<file path="config.mk">
export PLATFORM = sky130hd
export DESIGN_NAME = sirv_uart_autobaud
export DESIGN_NICKNAME = d
export VERILOG_FILES = /design/src/rtl/sirv_uart_autobaud_pkg.sv /design/src/rtl/sirv_sync_bit.sv /design/src/rtl/sirv_uart_autobaud.sv
export SDC_FILE = /design/constraint.sdc
export NUM_CORES = 1
export LEC_CHECK = 0
export CAP_MARGIN = 25
export CORE_UTILIZATION = 38
export CTS_CLUSTER_DIAMETER = 200
export DETAILED_ROUTE_END_ITERATION = 10
export PLACE_DENSITY = 0.66
export SLEW_MARGIN = 20
export SYNTH_ARGS = -nofsm -noshare
export SYNTH_HDL_FRONTEND = slang
export SYNTH_SLANG_ARGS = --single-unit
export TNS_END_PERCENT = 50
</file>
<file path="constraint.sdc">
create_clock -name clock -period 3.4 [get_ports clock]
set_input_delay 0.51 -clock clock [delete_from_list [all_inputs] [get_ports clock]]
set_output_delay 0.51 -clock clock [all_outputs]
set_load 0.02 [all_outputs]
</file>
<file path="src/rtl/sirv_uart_autobaud_pkg.sv">
// Shared UART definitions: autobaud FSM encoding, UART reset divisor and the
// calibration character used for bit-time measurement.
package sirv_uart_autobaud_pkg;

  typedef enum logic [1:0] {
    IDLE = 2'd0,
    ARM  = 2'd1,
    MEAS = 2'd2
  } ab_state_t;

  localparam logic [15:0] UART_DIV_RESET = 16'h21e;
  localparam logic [7:0]  CAL_CHAR       = 8'h55;

  // 0x55 LSB first gives falling edges at start, b1, b3, b5, b7: 8 bit times apart
  localparam int unsigned CAL_FALL_EDGES = 5;

endpackage

</file>
<file path="src/rtl/sirv_sync_bit.sv">
// Multi-flop single-bit synchroniser with a configurable reset value.
module sirv_sync_bit #(
  parameter int unsigned STAGES    = 2,
  parameter logic        RESET_VAL = 1'b1
) (
  input  logic clock,
  input  logic reset,
  input  logic i_d,
  output logic o_q
);

  logic [STAGES-1:0] r_chain;

  always_ff @(posedge clock or posedge reset) begin
    if (reset) begin
      r_chain <= {STAGES{RESET_VAL}};
    end else begin
      r_chain <= {r_chain[STAGES-2:0], i_d};
    end
  end

  assign o_q = r_chain[STAGES-1];

endmodule

</file>
<file path="src/rtl/sirv_uart_autobaud.sv">
// UART receive front end: synchronises rxd and, on request, measures the bit
// time of a 0x55 calibration character to produce a UART divisor.
module sirv_uart_autobaud
  import sirv_uart_autobaud_pkg::*;
#(
  parameter int unsigned DIV_W       = 16,
  parameter int unsigned SYNC_STAGES = 2,
  parameter int unsigned MIN_DIV     = 15
) (
  input  logic             clock,
  input  logic             reset,
  input  logic             io_en,
  input  logic             io_rxd_pin,
  output logic             io_rxd_out,
  input  logic             io_start,
  output logic             io_busy,
  output logic             io_done,
  output logic             io_err,
  output logic [DIV_W-1:0] io_div,
  output logic             io_div_valid
);

  localparam int unsigned CW = DIV_W + 3;

  logic             w_rxd;
  logic             w_fe;
  logic             w_sat;
  logic [CW:0]      w_sum;
  logic [DIV_W-1:0] w_div_new;

  ab_state_t        r_state, w_state_nxt;
  logic             r_rxd_d;
  logic [CW-1:0]    r_cyc, w_cyc_nxt;
  logic [2:0]       r_edge, w_edge_nxt;
  logic             r_idle, w_idle_nxt;
  logic             r_err, w_err_nxt;
  logic             r_done, w_done_nxt;
  logic [DIV_W-1:0] r_div, w_div_nxt;
  logic             r_div_valid, w_div_valid_nxt;

  sirv_sync_bit #(
    .STAGES   (SYNC_STAGES),
    .RESET_VAL(1'b1)
  ) u_sync (
    .clock(clock),
    .reset(reset),
    .i_d  (io_rxd_pin),
    .o_q  (w_rxd)
  );

  assign io_rxd_out = w_rxd;
  assign w_fe       = r_rxd_d & ~w_rxd;
  assign w_sat      = &r_cyc;
  // Extra headroom bit so the rounding add cannot wrap near saturation
  assign w_sum      = {1'b0, r_cyc} + (CW+1)'(4);
  assign w_div_new  = DIV_W'((w_sum >> 3) - (CW+1)'(1));

  always_ff @(posedge clock or posedge reset) begin
    if (reset) begin
      r_state     <= IDLE;
      r_rxd_d     <= 1'b1;
      r_cyc       <= '0;
      r_edge      <= '0;
      r_idle      <= 1'b0;
      r_err       <= 1'b0;
      r_done      <= 1'b0;
      r_div       <= DIV_W'(UART_DIV_RESET);
      r_div_valid <= 1'b0;
    end else begin
      r_state     <= w_state_nxt;
      r_rxd_d     <= w_rxd;
      r_cyc       <= w_cyc_nxt;
      r_edge      <= w_edge_nxt;
      r_idle      <= w_idle_nxt;
      r_err       <= w_err_nxt;
      r_done      <= w_done_nxt;
      r_div       <= w_div_nxt;
      r_div_valid <= w_div_valid_nxt;
    end
  end

  always_comb begin
    w_state_nxt     = r_state;
    w_cyc_nxt       = r_cyc;
    w_edge_nxt      = r_edge;
    w_idle_nxt      = r_idle;
    w_err_nxt       = r_err;
    w_done_nxt      = 1'b0;
    w_div_nxt       = r_div;
    w_div_valid_nxt = r_div_valid;

    if (!io_en) begin
      w_state_nxt = IDLE;
    end else if (io_start) begin
      w_state_nxt = ARM;
      w_cyc_nxt   = '0;
      w_edge_nxt  = '0;
      w_idle_nxt  = 1'b0;
      w_err_nxt   = 1'b0;
    end else begin
      case (r_state)
        IDLE: ;
        ARM: begin
          if (w_rxd) w_idle_nxt = 1'b1;
          // Only accept the start edge once the line has been seen idle while armed
          if (r_idle && w_fe) begin
            w_state_nxt = MEAS;
            w_cyc_nxt   = CW'(1);
            w_edge_nxt  = 3'd1;
          end
        end
        MEAS: begin
          if (w_sat) begin
            w_err_nxt   = 1'b1;
            w_state_nxt = IDLE;
          end else if (w_fe && (r_edge == 3'(CAL_FALL_EDGES - 1))) begin
            w_state_nxt = IDLE;
            w_done_nxt  = 1'b1;
            if (w_div_new < DIV_W'(MIN_DIV)) begin
              w_err_nxt = 1'b1;
            end else begin
              w_div_nxt       = w_div_new;
              w_div_valid_nxt = 1'b1;
            end
          end else begin
            w_cyc_nxt = r_cyc + CW'(1);
            if (w_fe) w_edge_nxt = r_edge + 3'd1;
          end
        end
        default: w_state_nxt = IDLE;
      endcase
    end
  end

  assign io_busy      = (r_state != IDLE);
  assign io_done      = r_done;
  assign io_err       = r_err;
  assign io_div       = r_div;
  assign io_div_valid = r_div_valid;

endmodule

</file>
* Yosys cells after proc, flatten, opt, wreduce, memory -nomap -nowiden
Cells that the tools add are included.
** Word-level totals
- Register bits :: 47
- Bits of input ports :: 5
- Output and inout port bits :: 21
** Cells by class
- Add/subtract/negate cells :: 4
- Order comparisons :: 1
- Equality and inequality tests :: 10
- Muxes and demuxes :: 30
- Bitwise gates (word level) :: 5
- Reduce and logical (&&, ||, !) cells :: 17
** Operators by type and width (count)
- 19-bit two-way mux :: 4
- 19-bit one-hot mux with 2 select lines :: 1
- 19-bit by 1-bit adder with 19-bit output, second input constant :: 1
- 19-bit by 3-bit adder with 19-bit output, second input constant :: 1
- 19-bit AND reduction :: 1
- 16-bit by 4-bit < comparator with 1-bit output, second input constant :: 1
- 16-bit by 1-bit subtractor with 16-bit output, second input constant :: 1
- 3-bit two-way mux :: 5
- 3-bit != test, second input constant :: 5
- 1-bit two-way mux :: 13
- 6-bit AND reduction :: 2
- 2-bit two-way mux :: 5
- 3-bit nonzero test :: 3
- 2-bit nonzero test :: 4
- 2-bit one-hot mux with 3 select lines :: 1
- 3-bit one-hot mux with 2 select lines :: 1
- 3-bit AND reduction :: 2
- 5-bit != test, second input constant :: 1
- 5-bit AND reduction :: 1
- 4-bit != test, second input constant :: 1
- 1-bit inverter :: 4
- 4-bit AND reduction :: 1
- 3-bit by 1-bit adder with 3-bit output, second input constant :: 1
- 3-bit == test, second input constant :: 1
- 5 further kinds :: 6

* Depth between registers and ports, before layout
Gate-level depths: netlist (run 1).
- Depth in word-level cells :: 8
- Mapped depth :: 12
- Gate-level depth less buffers :: 10

* Hierarchy
Synthesis (run 1) repeated with hierarchy kept, for this count alone.
** Unflattened totals
- Cells, all modules :: 359
- Area total of the unflattened synthesis :: 3214.3 sq um
** By module, submodules not included
- sirv_uart_autobaud :: times used 1, cells an instance 356, area an instance 3158.0 sq um, seq. area each 1133.6 sq um
- sirv_sync_bit :: times used 1, cells an instance 3, area an instance 56.3 sq um, seq. area each 52.6 sq um

* Worst setup path after synthesis (run 1)
Ideal clock, no wire load.
- Path kind :: reg2reg
- Start :: register r_cyc[2]
- End :: register r_div[0], in the netlist io_div[0]
- Setup time :: 0.125 ns
- Arrival time :: 3.070 ns
- Data required time :: 3.275 ns
- Slack :: 0.205 ns
- Cell stages (with the launch flop) :: 11
- Path buffers :: 2
- Cells stage by stage :: dfrtp_1 > ha_1 > nand3_2 > or4_1 > buf_2 > a2111oi_2 > xnor2_1 > nand3_1 > o31ai_4 > buf_6 > mux2_4
** On the way
- Cells in the longest elaborated chain, start to end :: 5
- Elaborated cells on any way between the ends :: 7
** Ends and longest elaborated chain
- start: declaration :: line sirv_uart_autobaud.sv:33 : logic [CW-1:0] r_cyc, w_cyc_nxt;
- start signal: assignment :: line sirv_uart_autobaud.sv:72 : r_cyc <= w_cyc_nxt;
- 19-bit by 3-bit adder with 19-bit output :: line sirv_uart_autobaud.sv:55 : assign w_sum = {1'b0, r_cyc} + (CW+1)'(4);
- 16-bit by 1-bit subtractor with 16-bit output :: line sirv_uart_autobaud.sv:56 : assign w_div_new = DIV_W'((w_sum >> 3) - (CW+1)'(1));
- 16-bit by 4-bit < comparator with 1-bit output :: line sirv_uart_autobaud.sv:119 : if (w_div_new < DIV_W'(MIN_DIV)) begin
- 1-bit inverter (no source line)
- 6-bit AND reduction (no source line)
- end signal: assignment :: line sirv_uart_autobaud.sv:67 : r_div <= DIV_W'(UART_DIV_RESET);
- end signal: assignment :: line sirv_uart_autobaud.sv:77 : r_div <= w_div_nxt;
- end: declaration :: line sirv_uart_autobaud.sv:38 : logic [DIV_W-1:0] r_div, w_div_nxt;
Parallel ways exist; a longest one is shown, timed or not.
A chain may end at the register's enable or synchronous reset.

* Worst setup path in the final report (run 1)
- Start :: register r_cyc[2]
- End :: register r_div[7], in the netlist io_div[7]
Same word-level chain as after synthesis.

==> results.json, run 1 <==
{
  "outcome": "completed",
  "pwr_density_cell_nw_per_um2": 257,
  "min-delay-path-class": "reg -> reg",
  "skew_ns": 0.00479,
  "syn_inst": 321,
  "yosysWarnings": 0,
  "cts_made_buffers": 5,
  "grt_pass1_vias": 2335,
  "post-route-min-period_ns": 3.25,
  "syn-num-nets": 331,
  "dp_hpwl_mm": 4.99,
  "fmax_mhz": 308,
  "setup_viol": 0,
  "clock-sinks": 47,
  "grt_pass1_wl_mm": 11.3,
  "total_power_mw": 0.964,
  "fp.dieArea_um2": 8630,
  "cts_max_level": 2,
  "cts-root-buf": "clkbuf_8",
  "vdd_ir_drop_max_uv": 153,
  "crit_required_ns": 3.59,
  "wire_per_inst_um": 14.7,
  "final_util": 0.478,
  "rsz0062_at_grt": "false",
  "drt-pass1-iter-count": 4,
  "ys_ff_latch": 47,
  "antenna_found_initial": 0,
  "min-delay-start": "u_sync.r_chain[0]",
  "drt-total-wl_mm": 6.71,
  "die_w_um": 92.9,
  "synth_cell_types": 60,
  "endpoint_kind": "flip-flop",
  "synthArstFlopShare": 1.00,
  "drt_iter0_drc": 107,
  "multi_input_area_um2": 1890,
  "overflow": 0,
  "insertion_delay_ns": 0.30,
  "vias": 2422,
  "synth.yosys.seq_area_share": 0.378,
  "drive_gt1_frac": 0.220,
  "drv_slew": 0,
  "syn_area_um2": 3140,
  "seqCellArea_um2": 1190,
  "timing.final.crit_share": 0.955,
  "portBuffers": 25,
  "syn_avg_cell_area_um2": 9.78,
  "critPathKind": "reg -> reg",
  "viasPerCell": 5.30,
  "initial_core_util": 0.400,
  "dieHeight_um": 92.9,
  "p_leak_nw": 1.61,
  "final-hold-violation-count": 0,
  "drc_errors": 0,
  "synth_flop_cell": "dfrtp_1",
  "critPathLaunchType": "flip-flop",
  "antenna_left": 0,
  "gp_congestion": 0.864,
  "cp-startpoint": "r_cyc[2]",
  "worst_pin_slew_ns": 0.805,
  "slew_headroom": 0.464,
  "worstPathMaxFanout": 16,
  "layout-area-overhead-vs-synth_pct": 19.5,
  "tns_ns": 0,
  "track_usage": 0.165,
  "dpl-instance-area_um2": 3550,
  "grt_max_degree": 48,
  "max_cap_violations": 0,
  "clkTransAtPathRegs_ns": 0.09,
  "finalInstanceArea_um2": 3750,
  "fill_cells": 730,
  "row_count": 32,
  "ctsLongestPathBuffers": 2,
  "crit_arrival_ns": 3.44,
  "n_antenna_cell": 0,
  "cts_tree": "yes",
  "ios": 26,
  "timing.rr.start": "r_cyc[2]",
  "synth_edf_count": 0,
  "fin_nets": 364,
  "fp.coreArea_um2": 7850
}
report_power, final:
part	switching, mW	leakage [nW]	internal (mW)
sequential	0.00686	0.620	0.567
clock	0.199	0.0402	0.143
combinational	0.0298	0.952	0.0174
total	0.236	1.61	0.728
repair_timing:
| item | in CTS | in global routing |
|---|---|---|
| endpoints found under the hold margin | 0 | 0 |
| setup buffers | 0 | 4 |
| endpoints found under the setup margin | 0 | 13 |
| hold buffers | 0 | 0 |
| resized for setup | 0 | 16 |
synthesized netlist by cell type, types with 5 or more instances:
library cell,count,share of area
nand3_1,13,0.021
dfrtp_1,39,0.31
nor2b_1,6,0.012
nand2_1,20,0.024
dfstp_2,8,0.067
ha_1,5,0.020
mux2_2,7,0.025
buf_2,6,0.0096
a21oi_1,15,0.024
nor3_1,5,0.0080
inv_1,8,0.0096
nand2b_1,5,0.010
and3_1,5,0.010
nand4_1,12,0.024
nor2_1,22,0.026
a31oi_1,5,0.010
o31ai_1,5,0.012
clkbuf_1,9,0.011
xor2_1,17,0.047
or3_1,6,0.012
xnor2_1,23,0.064
mux2_4,5,0.024
o21ai_0,7,0.011
sequential cells by signal (all words and copies together) (netlist names):
register,flops
r_cyc,19
io_div,16
r_edge,3
r_state,2
u_sync.r_chain,2
io_div_valid,1
io_done,1
io_err,1
r_idle,1
r_rxd_d,1
stage by stage:
stage | hold WS (ns) | setup slack [ns] | cells
3_3_place_gp | 0.346 | 0.170 | 445
3_5_place_dp | 0.347 | 0.0571 | 445
5_1_grt | 0.363 | 0.0217 | 457
4_1_cts | 0.361 | 0.0684 | 453
6_report | 0.360 | 0.152 | 457
2_1_floorplan | 0.345 | 0.205 | 321
critical path: stages (launching register included):
cell	delay, ns
dfrtp_1	0.38
ha_2	0.24
nand3_4	0.15
o31ai_2	0.30
nand4_1	0.16
or3_4	0.42
mux2_1	0.34
o211ai_2	0.20
nand2b_1	0.13
o31ai_4	0.27
buf_12	0.19
mux2_2	0.34
cell usage in the layout, fill, tap and decap left out, drive strengths merged, types with 4 or more instances in the layout:
cell	netlist	layout
nor4	4	4
xnor2	23	23
inv	8	7
clkdlybuf4s50	0	25
or3	7	7
nor3	6	6
a21oi	16	16
nor2b	6	6
and4	4	4
clkbuf	9	5
xor2	17	17
nand4	14	14
ha	5	5
dfstp	8	8
o21ai	8	8
a31oi	5	5
nand2b	5	5
nand3	15	15
nand2	21	21
or4	4	4
and2	4	4
mux2	13	13
o31ai	8	8
dfrtp	39	39
and3	5	5
nor2	22	22
buf	12	22
a2111oi	4	4
layer usage:
metal / part of all wire / global-route usage / up-vias / wire (um)
li1: - / - / 1222 / -
met1: 0.50 / 0.228 / 1148 / 3380
met2: 0.46 / 0.265 / 50 / 3090
met3: 0.029 / 0.0271 / 2 / 197
met4: 0.0063 / 0.0462 / 0 / 42
met5: 0 / 0 / - / 0
logic make-up (layout without fill, tap and decap cells):
family / Yosys count / in the layout / synth area share
flip-flops: 47 / 47 / 0.378
buffers and inverters: 29 / 63 / 0.0466
adder cells (fa/ha/maj): 5 / 5 / 0.0199
AO/OA/AOI/OAI: 58 / 58 / 0.143
XOR/XNOR: 40 / 40 / 0.112
AND/OR/NAND/NOR: 126 / 126 / 0.239
multiplexers: 16 / 16 / 0.0622
cell type report:
| cell class | count | share of cell area |
|---|---|---|
| clock buffers | 5 | 0.0183 |
| clock inverters | 3 | 0.00533 |
| well taps | 102 | 0.0340 |
| repair buffers | 47 | 0.114 |
| flip-flops and latches | 47 | 0.317 |
| inverters | 8 | 0.00833 |
| multi-input cells | 245 | 0.503 |
worst paths after layout:
kind	end	slack, ns	cells after the start
hold reg to reg	u_sync.r_chain[1]	0.36	0
setup reg to reg	io_div[7]	0.15	11
min in group asynchronous	io_err	0.65	2
hold / removal	u_sync.r_chain[1]	0.36	0
max in group asynchronous	r_cyc[8]	2.21	2
setup / recovery	io_div[7]	0.15	11
(Power assumes the default switching activity.)
==> inputs of run 2 (changes only) <==
Settings changed: CORE_MARGIN set to 10.
==> results.json, run 2 (synthesis results as in run 1) <==
{
  "placed_cells": 446,
  "fp.coreArea_um2": 8130,
  "dp_hpwl_mm": 5.33,
  "crit_buf_inv": 1,
  "p_sw_frac": 0.241,
  "critPathLaunchType": "flip-flop",
  "rrSetupSlack_ns": 0.13,
  "mostFrequentLayoutCell": "dfrtp_1",
  "crit_arrival_ns": 3.45,
  "timing.hold.ws_ns": 0.359,
  "regMostFlops": "r_cyc",
  "cts-root-buf": "clkbuf_8",
  "cts_setup_buffers": 0,
  "instances_no_fill": 454,
  "post-route-min-period_ns": 3.27,
  "fin_nets": 358,
  "vdd_ir_drop_max_uv": 121,
  "antenna_left": 0,
  "max_cap_violations": 0,
  "row_count": 33,
  "cts_max_level": 2,
  "timing.final.crit_share": 0.961,
  "grt_max_degree": 48,
  "critPathTopFamily": "simple AND/OR/NAND/NOR gates",
  "critPathKind": "reg -> reg",
  "dpl-instance-area_um2": 3540,
  "pwr_density_cell_nw_per_um2": 259,
  "slew_headroom": 0.448,
  "cts_made_buffers": 5,
  "ios": 26,
  "worst_pin_slew_ns": 0.827,
  "p_leak_nw": 1.57,
  "outcome": "completed",
  "clkPwrFrac": 0.351,
  "drt-total-wl_mm": 7.16,
  "die_w_um": 111,
  "p_int_mw": 0.727,
  "n_antenna_cell": 0,
  "r2r-end": "io_div[7]",
  "endpoint_kind": "flip-flop",
  "largest_register_ffs": 19,
  "final-hold-violation-count": 0,
  "drt-pass1-iter-count": 4,
  "cts_resized": 0,
  "grt_pass1_wl_mm": 12.3,
  "cp-startpoint": "r_cyc[2]",
  "drc_errors": 0,
  "worstPathMaxFanout": 16,
  "vias": 2453,
  "crit_path_frequent_cell": "o31ai_4",
  "fp.dieArea_um2": 12300,
  "hold_depth": 0,
  "crit_required_ns": 3.59,
  "viasPerCell": 5.40,
  "insertion_delay_ns": 0.30,
  "timing.rr.start": "r_cyc[2]",
  "drt_iter0_drc": 158,
  "antenna_found_initial": 0,
  "cts_tree": "yes",
  "seqPwrFrac": 0.600,
  "grt_pass1_vias": 2430,
  "portBuffers": 25,
  "cp.depth": 11,
  "dieHeight_um": 111,
  "reg2reg_depth": 11,
  "drive_gt1_frac": 0.206,
  "power.switching_mw": 0.230,
  "hold_buffers": 0,
  "drv_slew": 0,
  "clkTransAtPathRegs_ns": 0.09,
  "wire_per_inst_um": 15.8,
  "gp_congestion": 0.874,
  "fmax_mhz": 306,
  "clock-sinks": 47,
  "finalInstanceArea_um2": 3700,
  "skew_ns": 0.00875,
  "overflow": 0,
  "layout_common_cells": "34 x dfrtp_1, 25 x clkdlybuf4s50_1, 23 x xnor2_1, 22 x nor2_1, 20 x nand2_1",
  "layout-area-overhead-vs-synth_pct": 17.8,
  "min-delay-path-class": "reg -> reg",
  "cpMaxStageDelayCell": "or3_4",
  "hold_end": "u_sync.r_chain[1]",
  "combPwrFrac": 0.049,
  "timing.critical_path.cells": "ha_4 -> nand3_4 -> o31ai_4 -> nand4_1 -> or3_4 -> mux2_1 -> o211ai_2 -> nand2b_1 -> o31ai_4 -> buf_12 -> mux2_2",
  "min-delay-start": "u_sync.r_chain[0]",
  "track_usage": 0.117,
  "setup_viol": 0,
  "cp_slowest_stage_delay_ns": 0.45,
  "ctsLongestPathBuffers": 2,
  "initial_core_util": 0.386
}
run 2: cell count changes in the layout (fill, tap and decap cells not counted), moves of 2 or more:
cell	before	now
a2111oi_4	3	1
dfrtp_2	2	5
buf_4	21	15
a2111oi_2	0	2
dfrtp_1	37	34
run 2: metal layers:
layer	up-vias	share of wire	GRT usage
li1	1211	-	-
met1	1183	0.47	0.152
met2	51	0.46	0.183
met3	8	0.050	0.0265
met4	0	0.015	0.0451
met5	-	0	0
run 2: worst max-delay path by stage:
stage,slack (ns),end
2_1_floorplan,0.20,io_div[0]
3_3_place_gp,0.16,io_div[8]
3_5_place_dp,0.08,io_div[7]
4_1_cts,0.06,io_div[7]
5_1_grt,-0.07,io_div[6]
6_report,0.13,io_div[7]
run 2: through the flow:
step | setup TNS, ns | util | setup WS, ns | total power, mW
2_1_floorplan | 0 | - | 0.205 | 0.614
5_1_grt | -0.345 | 0.455 | -0.0656 | 1.01
4_1_cts | 0 | 0.446 | 0.0583 | 0.976
3_3_place_gp | 0 | 0.435 | 0.164 | 0.631
3_5_place_dp | 0 | 0.435 | 0.0756 | 0.634
6_report | 0 | 0.455 | 0.134 | 0.958
run 2: final cells by class:
class                   count  area (um2)
fillers                   787        4430
multi-input cells         245        1870
flip-flops and latches     47        1190
repair buffers             41         383
well taps                 105         131
clock buffers               5        68.8
inverters                   8        31.3
clock inverters             3        20.0
run 2: power groups by stage:
stage | clock, mW | combinational (mW) | sequential [mW]
2_1_floorplan | 0 | 0.0302 | 0.584
3_3_place_gp | 0 | 0.0465 | 0.585
3_5_place_dp | 0 | 0.0481 | 0.585
4_1_cts | 0.353 | 0.0482 | 0.575
5_1_grt | 0.379 | 0.0542 | 0.576
6_report | 0.336 | 0.0465 | 0.575
